## src/rtl/window_3x3_gen.sv

```systemverilog
// 3x3 sliding-window generator: buffers two prior rows of a raster pixel stream and
// emits one window per interior position over a valid/ready handshake.
module window_3x3_gen #(
  parameter int IMG_W = 4,
  parameter int IMG_H = 4,
  parameter int PIX_W = 8
) (
  input  logic                       clk,
  input  logic                       rst,
  input  logic                       in_valid,
  input  logic [15:0]                pixel_in,
  output logic                       in_ready,
  output logic                       win_valid,
  input  logic                       win_ready,
  output logic [9*PIX_W-1:0]         win_out,
  output logic [$clog2(IMG_H)-1:0]   win_row,
  output logic [$clog2(IMG_W)-1:0]   win_col,
  output logic                       frame_done
);

  localparam int RW    = $clog2(IMG_H);
  localparam int CW    = $clog2(IMG_W);
  localparam int HIST  = 2 * IMG_W;

  localparam logic [CW-1:0] COL_LAST = CW'(IMG_W - 1);
  localparam logic [RW-1:0] ROW_LAST = RW'(IMG_H - 1);

  // hist[k-1] holds the pixel accepted k pixels ago: one row back is hist[IMG_W-1],
  // two rows back is hist[2*IMG_W-1], both at the same column as the incoming pixel.
  logic [PIX_W-1:0] hist [HIST];
  logic [PIX_W-1:0] win  [9];
  logic [RW-1:0]    row_cnt;
  logic [CW-1:0]    col_cnt;

  logic             accept;
  logic             produce;
  logic             last_col;
  logic             last_row;
  logic [PIX_W-1:0] pix;
  logic             unused_pix_hi;

  assign pix           = pixel_in[PIX_W-1:0];
  assign unused_pix_hi = ^{1'b0, pixel_in};

  assign in_ready = !win_valid || win_ready;
  assign accept   = in_valid && in_ready;
  assign last_col = (col_cnt == COL_LAST);
  assign last_row = (row_cnt == ROW_LAST);
  assign produce  = (row_cnt >= RW'(2)) && (col_cnt >= CW'(2));

  always_comb begin
    win_out = '0;
    for (int unsigned k = 0; k < 9; k++) begin
      win_out[k*PIX_W +: PIX_W] = win[k];
    end
  end

  always_ff @(posedge clk) begin
    if (rst) begin
      for (int unsigned i = 0; i < HIST; i++) begin
        hist[i] <= '0;
      end
      for (int unsigned k = 0; k < 9; k++) begin
        win[k] <= '0;
      end
      row_cnt    <= '0;
      col_cnt    <= '0;
      win_valid  <= 1'b0;
      win_row    <= '0;
      win_col    <= '0;
      frame_done <= 1'b0;
    end else begin
      if (accept) begin
        hist[0] <= pix;
        for (int unsigned i = 1; i < HIST; i++) begin
          hist[i] <= hist[i-1];
        end
        for (int unsigned r = 0; r < 3; r++) begin
          win[3*r]   <= win[3*r+1];
          win[3*r+1] <= win[3*r+2];
        end
        win[2] <= hist[HIST-1];
        win[5] <= hist[IMG_W-1];
        win[8] <= pix;

        if (last_col) begin
          col_cnt <= '0;
          row_cnt <= last_row ? '0 : row_cnt + RW'(1);
        end else begin
          col_cnt <= col_cnt + CW'(1);
        end
      end

      // A producing accept overwrites any window being taken this cycle, so there is no bubble.
      if (accept && produce) begin
        win_valid  <= 1'b1;
        win_row    <= row_cnt;
        win_col    <= col_cnt;
        frame_done <= last_row && last_col;
      end else if (win_ready) begin
        win_valid  <= 1'b0;
        frame_done <= 1'b0;
      end
    end
  end

endmodule

```

## config.mk

```make
export PLATFORM = sky130hd
export DESIGN_NAME = window_3x3_gen
export DESIGN_NICKNAME = d
export VERILOG_FILES = /design/src/rtl/window_3x3_gen.sv
export SDC_FILE = /design/constraint.sdc
export NUM_CORES = 1
export LEC_CHECK = 0
export ABC_AREA = 1
export BUFFER_PORTS_ARGS = -buffer_cell sky130_fd_sc_hd__buf_4
export CAP_MARGIN = 10
export CORE_MARGIN = 1
export CORE_UTILIZATION = 40
export DETAILED_ROUTE_END_ITERATION = 6
export PLACE_DENSITY = 0.72
export SYNTH_ARGS = -nofsm -noshare
export SYNTH_HDL_FRONTEND = slang
export SYNTH_SLANG_ARGS = --single-unit
```

## constraint.sdc

```tcl
create_clock -name clk -period 6.5 [get_ports clk]
set_input_delay 0 -clock clk [delete_from_list [all_inputs] [get_ports clk]]
set_output_delay 0 -clock clk [all_outputs]
set_load 0.005 [all_outputs]
```

# --- Yosys cells after proc, flatten, opt, wreduce, memory -nomap -nowiden ---
# Memory sizes are Yosys's and may differ from the RTL's.
# Cells that the tools add are included.
totals:
  reg_bits: 10
  ram_bits: 136
  input_bits: 20
  output_inout_bits: 79
  n_memories: 2
memory_table:
  columns: ["memory", "depth", "width", "read_ports", "rd_ports_with_merged_regs", "wr", "line", "rtl"]
  rows:
  - ["win", 9, 8, 9, 0, 9, "31", "logic [PIX_W-1:0] win [9];"]
  - ["hist", 8, 8, 8, 0, 8, "30", "logic [PIX_W-1:0] hist [HIST];"]
op_classes:
  n_addsub: 2
  n_lt_le_gt_ge: 2
  eq_ne: 2
  n_mux: 27
  bitwise: 17
  reduce_logical: 8
ops:
  columns: ["operator", "n"]
  rows:
  - ["2-to-1 mux 8 bit", 17]
  - ["OR 1 bit", 17]
  - ["2-to-1 mux 1 bit", 8]
  - ["adder 2 x 1 -> 2 bit (second input constant)", 2]
  - ["equality test 2 bit (second input constant)", 2]
  - ["greater-or-equal comparator 2 bit (second input constant)", 2]
  - ["logical AND 1 bit", 4]
  - ["2-to-1 mux 2 bit", 2]
  - ["AND reduction 2 bit", 1]
  - ["nonzero test 2 bit", 1]
  - ["zero test 1 bit", 1]
  - ["logical OR 1 bit", 1]

# --- Depth between registers and ports, before layout ---
# Gate-level depths: netlist of the first run.
depth:
  ltp_word: 7
  ltp_mapped: 8
  ltp_nobuf: 8

# --- Worst setup path before layout of the first run ---
# OpenSTA, ideal clock, no wires.
synth_path:
  path_type: "reg2reg"
  startpoint: "register win_valid"
  endpoint: "memory hist[3][0] (netlist: hist[0][24]), enable pin"
  arrival_ps: 2181
  required_time_ps: 5583
  slack_ps: 3402
  stages_incl_launch_ff: 4
  path_cell_list: "dfxtp_1 -> nand2_1 -> nand2_1 -> nand2_1"
synth_rtl:
  columns: ["item", "line", "rtl"]
  rows:
  - ["start, declared", "13", "output logic win_valid,"]
  - ["start signal, assigned", "68", "win_valid <= 1'b0;"]
  - ["start signal, assigned", "96", "win_valid <= 1'b1;"]
  - ["start signal, assigned", "101", "win_valid <= 1'b0;"]
  - ["end, declared", "30", null]

==> impl_metrics.csv, run 1 <==
group,metric,value,unit
sta,slew_headroom,42.66,%
placement,dpl-instance-area,4933,um2
clock_tree,post_cts.repair.setup_buffers,0,
die,rows,38,
cells_and_area,postLayoutCoreUtil,48.00,%
detailed_routing,wl_per_cell,11.78,um
synthesis,ys_ff_latch,106,
worst_setup_path,timing.rr.start,"win_valid",
detailed_routing,routed_wirelength,7151,um
global_route,grt_usage,12.88,%
global_route,grt_pass1_wl,11180,um
synthesis,synthFlopType,"edfxtp_1",
hold_path,worstHoldStart,"in_valid",
power_and_ir_drop,power,1.262,mW
clock_tree,cts_root_buffer,"clkbuf_8",
global_route,grt_pass1_vias,2555,
sta,min_period_over_period,32.58,%
die,ios,99,
worst_setup_path,required,6490,ps
sta,clock.fmax,472.2,MHz
placement,pre_cts_ws,4360,ps
die,die_h,107.5,um
detailed_routing,drtPass1Iterations,4,
sta,hold_ws,138.7,ps
worst_setup_path,cp-end-kind,"flip-flop",
synthesis,synth_edf_count,96,
worst_setup_path,cp.arrival,2110,ps
synthesis,ys_types,17,
worst_setup_path,critPathCapture,"hist[0][57]",
detailed_routing,drc,0,
worst_setup_path,slowest_delay,630,ps
hold_path,hold_class,"primary input to flip-flop",
sta,layout_setup_ws,4382,ps
clock_tree,clock_latency,360,ps
placement,hpwl,4419,um
worst_setup_path,crit_slowest_cell,"buf_4",
worst_setup_path,ff2ff_path_depth,4,
synthesis,ys_seq_area_share,69.19,%
placement,numPortBuffers,90,
synthesis,synth-async-reset-ratio,0,%
sta,rsz0062_at_grt,"no",
power_and_ir_drop,power-per-cell-area,242.6,nW/um2
worst_setup_path,cp_max_fo,52,
detailed_routing,first_iter_violations,129,
detailed_routing,ant_nets,0,
cells_and_area,antenna_cells,0,
worst_setup_path,timing.rr.end,"hist[0][57]",
synthesis,yosys_warnings,0,
die,core_area,10840,um2
cells_and_area,drive_gt1_share,23.13,%
global_route,grt_antenna_before_repair,0,
cells_and_area,nets,486,
sta,period_minus_slack,2118,ps
run,maxCapViolCount,0,
synthesis,syn-instance-count,399,
placement,numPlacedInstances,580,
sta,fin_setup_tns,0,ps
worst_setup_path,critPathLaunchType,"flip-flop",
global_route,gr-total-overflow,0,
clock_tree,cts_max_path_buffers,2,
sta,hold_viol,0,
synthesis,syn_area,4456,um2
cells_and_area,finalNonFillerCells,607,
worst_setup_path,worst-setup-path-type,"flip-flop to flip-flop",
worst_setup_path,crit_top_cell,"nand2_1",
sta,setup_viol,0,
die,start_util,41.10,%
clock_tree,cts_num_sinks,106,
cells_and_area,area_delta_synth_final,16.79,%
run_status,outcome,"complete, no violations",
die,die-area,11560,um2
worst_setup_path,path_cells,"nand2_1, nand2_1, nand2_4, buf_4",
cells_and_area,final_cell_area,5204,um2
clock_tree,clk_pin_slew_worst_paths,90,ps
detailed_routing,viasPerCell,4.254,
clock_tree,cts_tree,"done",
detailed_routing,via_count,2582,
cells_and_area,nFillCells,995,
clock_tree,numCtsBuffers,9,
synthesis,syn_area_per_cell,11.17,um2
clock_tree,ctsHtreeMaxLevel,3,
sta,finalMaxSlewViolations,0,
synthesis,synth_nets,423,
global_route,grt_max_degree,83,
sta,worstMarginPinSlew,860.1,ps
sta,finalClockSkew,7.931,ps
placement,gp_congestion,0.7202,
power_and_ir_drop,vdd_drop_max,0.1257,mV
worst_setup_path,crit_path_start,"win_valid",
worst_setup_path,regToRegSetupSlack,4380,ps
power_and_ir_drop,leakage,2.313,nW
die,die_width,107.5,um
## worst max-delay path, delay by kind of cell (launching register included)
family	cells	cell delay, ps
AND/OR/NAND/NOR	3	690
flip-flops	1	360
buffers and inverters	1	630
## how the worst min path moves through the flow
stage / to / slack [ps] / cells past startpoint
after floorplan: in_ready / 150 / 2
after global placement: frame_done / 280 / 4
after detailed placement: frame_done / 290 / 4
after CTS: win_valid / 110 / 4
after global routing: win_valid / 140 / 4
final: win_valid / 140 / 4
## metal layers
metal  track usage, %  up-vias  wire, um
met5                0        -         0
met1            14.02     1214      2965
li1                 -     1290         -
met3            5.448        2       495
met2            22.30       76      3656
met4            4.599        0        33
## registers in the layout, summed over array words and instances, names as in the netlist
name / flops
col_cnt: 2
win_valid: 1
frame_done: 1
win_col: 2
win_row: 2
row_cnt: 2
win: 64
hist: 32
## cell type report
cell class,count,area (um2),area share [%]
tap,140,175.2,3.366
clock buffer,9,123.9,2.380
timing repair buffer,102,793.3,15.24
clock inverter,7,36.28,0.6973
inverter,99,371.6,7.141
sequential,106,3083,59.25
multi-input combinational,144,620.6,11.93
## layout by cell type, fill, tap and decap left out, types with 2 or more instances in the layout
cell / count
nor2_1: 113
inv_1: 98
edfxtp_1: 96
buf_4: 91
nand2_1: 14
dlygate4sd3_1: 11
dfxtp_1: 10
clkbuf_8: 9
nand3_1: 5
ha_1: 4
clkinv_1: 3
nand2_4: 2
o22ai_1: 2
a21oi_1: 2
clkinvlp_4: 2
clkinv_2: 2
## kinds of logic (layout without fill, tap and decap cells)
family	count (synthesis)	in the layout	synth area share [%]
buffers and inverters	149	217	17.05
AND/OR/NAND/NOR	134	134	11.60
flip-flops	106	106	69.19
AO/OA/AOI/OAI	6	6	1.039
adder cells (fa/ha/maj)	4	4	1.123
## power breakdown
part | internal [mW] | switching (mW) | total, mW
sequential | 0.787 | 0.0179 | 0.805
combinational | 0.0539 | 0.0570 | 0.111
clock | 0.134 | 0.212 | 0.347
## synth_stat cells, types with 2 or more instances
library cell	n	area (um2)
a21oi_1	2	10.01
buf_4	43	322.8
buf_6	5	56.30
dfxtp_1	10	200.2
edfxtp_1	96	2883
ha_1	4	50.05
inv_1	98	367.9
nand2_1	15	56.30
nand3_1	5	25.02
nor2_1	113	424.2
o22ai_1	2	12.51
## what timing repair did
item	CTS	global route
hold buffers	11	0
endpoints found under the hold margin	10	0
resized for setup	0	0
No activity file was read; power rests on OpenSTA's default activity.
==> inputs of run 2 (changes only) <==
--- a/config.mk
+++ b/config.mk
@@ -5,7 +5,7 @@
 export SDC_FILE = /design/constraint.sdc
 export NUM_CORES = 1
 export LEC_CHECK = 0
-export ABC_AREA = 1
+export ABC_AREA = 0
 export BUFFER_PORTS_ARGS = -buffer_cell sky130_fd_sc_hd__buf_4
 export CAP_MARGIN = 10
 export CORE_MARGIN = 1
==> constraint.sdc (replaced) <==
create_clock -name clk -period 1.95 [get_ports clk]
set_input_delay 0 -clock clk [delete_from_list [all_inputs] [get_ports clk]]
set_output_delay 0 -clock clk [all_outputs]
set_load 0.005 [all_outputs]
==> run 2 against run 1 <==
Register-to-register slack got worse by 3900 ps. Maximum frequency increased by 43%. Power increased to 3.5 times the previous value. Routed wire length decreased by 3.4%. Combinational power increased to 3.2 times the previous value. First-iteration DRC count decreased by 37%. Die area decreased by 0.96%. Via count decreased by 11%. Sequential power increased to 3.3 times the previous value. Global-route usage decreased by 0.072 points. Core utilization increased by 2.1 points. Largest cell class unchanged. Highest routed layer unchanged.
==> impl_metrics.csv, run 2 <==
group,metric,value,unit
run_status,outcome,"complete, no violations",
global_route,met2_usage,19.54,%
die,rows,37,
synthesis,synth-async-reset-ratio,0,%
clock_tree,clk_pin_slew_worst_paths,100,ps
clock_tree,numCtsBuffers,9,
sta,rsz0062_at_grt,"no",
worst_setup_path,cp_max_fo,59,
power_and_ir_drop,p_seq_share,61.4,%
clock_tree,cts_max_path_buffers,2,
sta,hold_viol,0,
die,die-area,11450,um2
sta,finalMaxSlewViolations,0,
clock_tree,cts_tree,"done",
synthesis,yosys_warnings,0,
cells_and_area,finalNonFillerCells,501,
clock_tree,post_cts.repair.setup_buffers,0,
clock_tree,cts_num_sinks,106,
global_route,grt_antenna_before_repair,0,
run,maxCapViolCount,0,
placement,gp_congestion,0.6798,
placement,pre_cts_ws,474.8,ps
die,ios,99,
power_and_ir_drop,p_switching,972.3,uW
sta,setup_viol,0,
worst_setup_path,ff2ff_path_depth,4,
global_route,gr-total-overflow,0,
hold_path,hold_class,"primary input to flip-flop",
power_and_ir_drop,p_comb_share,8.1,%
worst_setup_path,regToRegSetupSlack,470,ps
clock_tree,clock_latency,360,ps
worst_setup_path,worst-setup-path-type,"flip-flop to flip-flop",
global_route,met3_usage,5.897,%
die,start_util,41.98,%
clock_tree,cts_root_buffer,"clkbuf_8",
worst_setup_path,required,1980,ps
global_route,busiest_layer,"met2",
synthesis,yosysTopAreaCell,"edfxtp_1",
power_and_ir_drop,p_sw_share,22.31,%
cells_and_area,final_common_cell,"edfxtp_1",
hold_path,hold_depth,2,
sta,finalClockSkew,9.077,ps
synthesis,syn-instance-count,296,
synthesis,ys_types,31,
sta,layout_setup_ws,468.9,ps
cells_and_area,area_delta_synth_final,19.43,%
cells_and_area,layout_common_cells,"edfxtp_1 (96), buf_4 (93), and2_2 (42)",
die,die_h,107.0,um
sta,min_period_over_period,75.96,%
synthesis,ys_seq_area_share,69.88,%
detailed_routing,via_count,2286,
detailed_routing,wl_per_cell,13.79,um
hold_path,worstHoldStart,"rst",
power_and_ir_drop,leakage,2.212,nW
die,core_area,10510,um2
synthesis,yosys-top-cells-count,"edfxtp_1 (96), and2_2 (42), buf_4 (40), and2_1 (30), nor2b_1 (17)",
sta,fin_setup_tns,0,ps
detailed_routing,routed_wirelength,6908,um
global_route,grt_use_met1,15.90,%
sta,worstMarginPinSlew,369.7,ps
sta,clock.fmax,675.2,MHz
clock_tree,cts_resized,0,
die,die_width,107.0,um
clock_tree,holdBufCountCts,10,
synthesis,synthFlopType,"edfxtp_1",
sta,period_minus_slack,1481,ps
detailed_routing,viasPerCell,4.563,
cells_and_area,antenna_cells,0,
global_route,grt_max_degree,60,
global_route,grt_usage,12.80,%
placement,numPlacedInstances,475,
synthesis,synth_nets,320,
synthesis,synth_top_area_share,65.34,%
power_and_ir_drop,clockPowerShare,30.5,%
synthesis,synth_edf_count,96,
detailed_routing,drtPass1Iterations,4,
placement,hpwl,4303,um
power_and_ir_drop,p_int,3.386,mW
power_and_ir_drop,power,4.359,mW
cells_and_area,largest_reg_flops,64,
detailed_routing,drc,0,
detailed_routing,first_iter_violations,81,
sta,slew_headroom,75.35,%
cells_and_area,top_regs,"win: 64 flops, hist: 32 flops",
cells_and_area,largest_register,"win",
worst_setup_path,cp.arrival,1510,ps
worst_setup_path,critPathLaunchType,"flip-flop",
hold_path,hold-path-endpoint,"win_valid",
placement,numPortBuffers,90,
worst_setup_path,cp-end-kind,"flip-flop",
synthesis,syn_area,4412,um2
synthesis,ys_ff_latch,106,
cells_and_area,nets,384,
global_route,grt_pass1_wl,11250,um
clock_tree,ctsHtreeMaxLevel,3,
power_and_ir_drop,vdd_drop_max,0.5435,mV
cells_and_area,drive_gt1_share,43.56,%
power_and_ir_drop,power-per-cell-area,827.2,nW/um2
global_route,grt_pass1_vias,2242,
synthesis,syn_area_per_cell,14.90,um2
worst_setup_path,timing.rr.start,"win_valid",
synthesis,yosysMostFrequentCell,"edfxtp_1",
synthesis,synthTopCellsByArea,"edfxtp_1 (65%), and2_2 (7.1%), buf_4 (6.8%)",
worst_setup_path,timing.rr.end,"win[0][42]",
detailed_routing,ant_nets,0,
[run 2: changes by cell type after synthesis, moves of 3 or more]
cell	delta
clkbuf_2	+7
and2_1	+30
nand2b_1	+8
nor2b_1	+17
mux2i_1	+5
buf_6	-5
and2_2	+42
and3_1	+8
inv_1	-95
nand3_1	-5
buf_4	-3
clkbuf_1	+4
nand2_1	-14
nor2_1	-112
[run 2: power by group through the flow]
| stage | combinational [mW] | clock (mW) | sequential, mW |
|---|---|---|---|
| 2_1_floorplan | 0.205 | 0 | 2.72 |
| 3_3_place_gp | 0.338 | 0 | 2.72 |
| 3_5_place_dp | 0.344 | 0 | 2.73 |
| 4_1_cts | 0.361 | 1.38 | 2.68 |
| 5_1_grt | 0.389 | 1.48 | 2.69 |
| 6_report | 0.353 | 1.33 | 2.68 |
[run 2: routing by layer]
| layer | share of wire (%) | up-vias |
|---|---|---|
| met4 | 0.91 | 0 |
| met5 | 0 | - |
| met2 | 47 | 80 |
| li1 | - | 1102 |
| met3 | 8.9 | 7 |
| met1 | 43 | 1097 |
[run 2: how the worst max path moves through the flow]
stage,from,endpoint,slack [ps],depth (start not counted)
CTS,win_valid,hist[0][26],450,4
detailed placement,win_valid,win[0][64],470,4
floorplan,win_valid,hist[0][24],30,4
global placement,win_valid,win[0][52],510,4
global route,win_valid,hist[0][24],380,4
finish,win_valid,win[0][42],470,4
[run 2: cell families (layout without fill, tap and decap cells)]
family	count (synthesis)	in the layout	share of synthesized area [%]
AO/OA/AOI/OAI	10	10	1.503
buffers and inverters	56	125	8.394
multiplexers	5	5	1.134
flip-flops	106	106	69.88
AND/OR/NAND/NOR	115	115	17.95
adder cells (fa/ha/maj)	4	4	1.134
[run 2: layout make-up]
type	instances	area, um2
Fill cell	903	5240
Sequential cell	106	3083
Multi-Input combinational cell	134	965.9
Timing Repair Buffer	105	838.3
Tap cell	136	170.2
Clock buffer	11	152.6
Clock inverter	5	43.79
Inverter	4	15.01
[run 2: metrics by stage]
stage	hold WS [ps]	util (%)	cell area, um2
floorplan	109.7	-	4422
global placement	282.7	47.32	4972
detailed placement	284.6	47.32	4972
CTS	18.21	50.14	5269
global route	10.56	50.14	5269
finish	28.39	50.14	5269
[run 2: critical path, cell delays in order, from the launching register on]
cell and delay (ps):
dfxtp_1 320, and2b_2 250, inv_1 110, a21o_4 150, buf_12 290
==> inputs of run 3 (changes only) <==
--- a/config.mk
+++ b/config.mk
@@ -5,7 +5,7 @@
 export SDC_FILE = /design/constraint.sdc
 export NUM_CORES = 1
 export LEC_CHECK = 0
-export ABC_AREA = 0
+export ABC_AREA = 1
 export BUFFER_PORTS_ARGS = -buffer_cell sky130_fd_sc_hd__buf_4
 export CAP_MARGIN = 10
 export CORE_MARGIN = 1
==> constraint.sdc (replaced) <==
create_clock -name clk -period 1.5 [get_ports clk]
set_input_delay 0 -clock clk [delete_from_list [all_inputs] [get_ports clk]]
set_output_delay 0 -clock clk [all_outputs]
set_load 0.005 [all_outputs]
==> run 3 against run 2 <==
Final cell count increased by 23%. Core utilization decreased by 0.78 points. Sequential power rose by 30%. Highest routed layer unchanged. Critical endpoint is now win[0][67]. Clock skew grew 1.9 ps. Largest cell class unchanged.
==> impl_metrics.csv, run 3 (synthesis gave the netlist of run 1 again) <==
group,metric,value,unit
global_route,grt_pass1_vias,2510,
clock_tree,cts_max_path_buffers,2,
cells_and_area,nets,494,
placement,hpwl,4772,um
cells_and_area,drive_gt1_share,25.05,%
clock_tree,cts_tree,"done",
power_and_ir_drop,power-per-cell-area,1049,nW/um2
worst_setup_path,cp.arrival,1450,ps
clock_tree,ctsHtreeMaxLevel,3,
worst_setup_path,crit_path_start,"win_valid",
worst_setup_path,required,1560,ps
detailed_routing,drtPass1Iterations,4,
worst_setup_path,worst-setup-path-type,"flip-flop to flip-flop",
cells_and_area,layout_common_cells,"nor2_1 (113), inv_1 (98), edfxtp_1 (96)",
worst_setup_path,ff2ff_path_depth,4,
run_status,outcome,"complete, no violations",
clock_tree,clk_pin_slew_worst_paths,100,ps
detailed_routing,drc,0,
sta,clock.fmax,718.9,MHz
worst_setup_path,slowest_delay,370,ps
die,die_h,107.5,um
cells_and_area,largest_register,"win",
global_route,grt_antenna_before_repair,0,
die,start_util,41.10,%
cells_and_area,largest_reg_flops,64,
die,ios,99,
cells_and_area,area_delta_synth_final,20.08,%
worst_setup_path,timing.rr.start,"win_valid",
hold_path,hold_depth,4,
placement,gp_congestion,0.6963,
detailed_routing,routed_wirelength,7165,um
sta,rsz0062_at_grt,"no",
sta,slew_headroom,81.99,%
die,die-area,11560,um2
run,maxCapViolCount,0,
cells_and_area,final_common_cell,"nor2_1",
worst_setup_path,regToRegSetupSlack,110,ps
clock_tree,cts_resized,0,
sta,period_minus_slack,1391,ps
detailed_routing,viasPerCell,4.242,
sta,worstMarginPinSlew,269.5,ps
global_route,grt_max_degree,49,
worst_setup_path,cp-end-kind,"flip-flop",
cells_and_area,top_regs,"win: 64 flops, hist: 32 flops",
cells_and_area,nFillCells,1003,
worst_setup_path,cp_max_fo,27,
worst_setup_path,critPathBufInv,1,
global_route,grt_usage,12.87,%
clock_tree,numCtsBuffers,9,
sta,min_period_over_period,92.73,%
cells_and_area,antenna_cells,0,
hold_path,worstHoldStart,"in_valid",
power_and_ir_drop,leakage,2.385,nW
global_route,grt_pass1_wl,11370,um
sta,finalMaxSlewViolations,0,
worst_setup_path,critPathLaunchType,"flip-flop",
clock_tree,clock_latency,350,ps
cells_and_area,postLayoutCoreUtil,49.35,%
worst_setup_path,cpLargestDelayFamily,"simple AND/OR/NAND/NOR gates",
sta,hold_viol,0,
die,core_area,10840,um2
die,die_width,107.5,um
clock_tree,cts_root_buffer,"clkbuf_8",
worst_setup_path,timing.rr.end,"win[0][67]",
power_and_ir_drop,power,5.613,mW
die,rows,38,
worst_setup_path,path_cells,"nand2_1, nand2_1, nand2_8, buf_12",
global_route,gr-total-overflow,0,
sta,finalClockSkew,10.94,ps
placement,numPortBuffers,90,
detailed_routing,ant_nets,0,
hold_path,hold_class,"primary input to flip-flop",
sta,fin_setup_tns,0,ps
clock_tree,cts_num_sinks,106,
worst_setup_path,crit_top_cell,"nand2_1",
detailed_routing,first_iter_violations,83,
hold_path,hold-path-endpoint,"frame_done",
power_and_ir_drop,vdd_drop_max,0.5751,mV
sta,hold_ws,107.5,ps
sta,setup_viol,0,
detailed_routing,wl_per_cell,11.65,um
detailed_routing,via_count,2609,
worst_setup_path,crit_slowest_cell,"dfxtp_1",
[run 3: cell count changes in the layout (fill, tap and decap cells not counted), sizes merged, moves of 9 or more]
cell,previous run,this run
nand2,1,16
nor2,1,113
nor2b,17,0
inv,8,101
and3,9,0
and2,72,0
[run 3: worst register-to-register path, stage by stage (launching register included)]
cell     delay, ps
dfxtp_1        370
nand2_1        120
nand2_1        150
nand2_8        220
buf_12         230
[run 3: what timing repair did]
item / CTS / global route
endpoints found under the hold margin: 14 / 0
setup buffers: 0 / 0
hold buffers: 10 / 0
[run 3: power by group]
part	switching (mW)	leakage (nW)	total (mW)	internal, mW
sequential	0.0815	1.14	3.49	3.41
combinational	0.256	1.15	0.522	0.265
clock	0.982	0.0892	1.60	0.620
[run 3: per-layer routing]
layer | track usage (%) | vias to the layer above | part of all wire, %
li1 | - | 1310 | -
met1 | 15.09 | 1227 | 43
met2 | 22.66 | 64 | 50
met3 | 3.087 | 8 | 5.4
met4 | 4.990 | 0 | 1.3
met5 | 0 | - | 0
[run 3: metrics by stage]
stage / area, um2 / instances / setup WS [ps]
detailed placement: 5072 / 589 / 123.2
finish: 5350 / 615 / 109.1
global route: 5350 / 615 / 8.155
floorplan: 4472 / 399 / 81.13
CTS: 5350 / 615 / 95.83
global placement: 5072 / 589 / 154.5
[run 3: layout make-up]
type	count	area (um2)	share of cell area [%]
flip-flops and latches	106	3083	57.62
inverters	99	371.6	6.946
clock buffers	9	123.9	2.315
clock inverters	7	53.80	1.006
multi-input cells	144	629.4	11.76
repair buffers	110	913.4	17.07
well taps	140	175.2	3.274
[run 3: how the worst max path moves through the flow]
stage,to,slack (ps),depth (start not counted)
finish,win[0][67],110,4
global route,win[0][61],8,4
CTS,hist[0][7],100,4
detailed placement,win[0][70],120,4
global placement,win[0][66],150,4
floorplan,hist[0][24],80,3
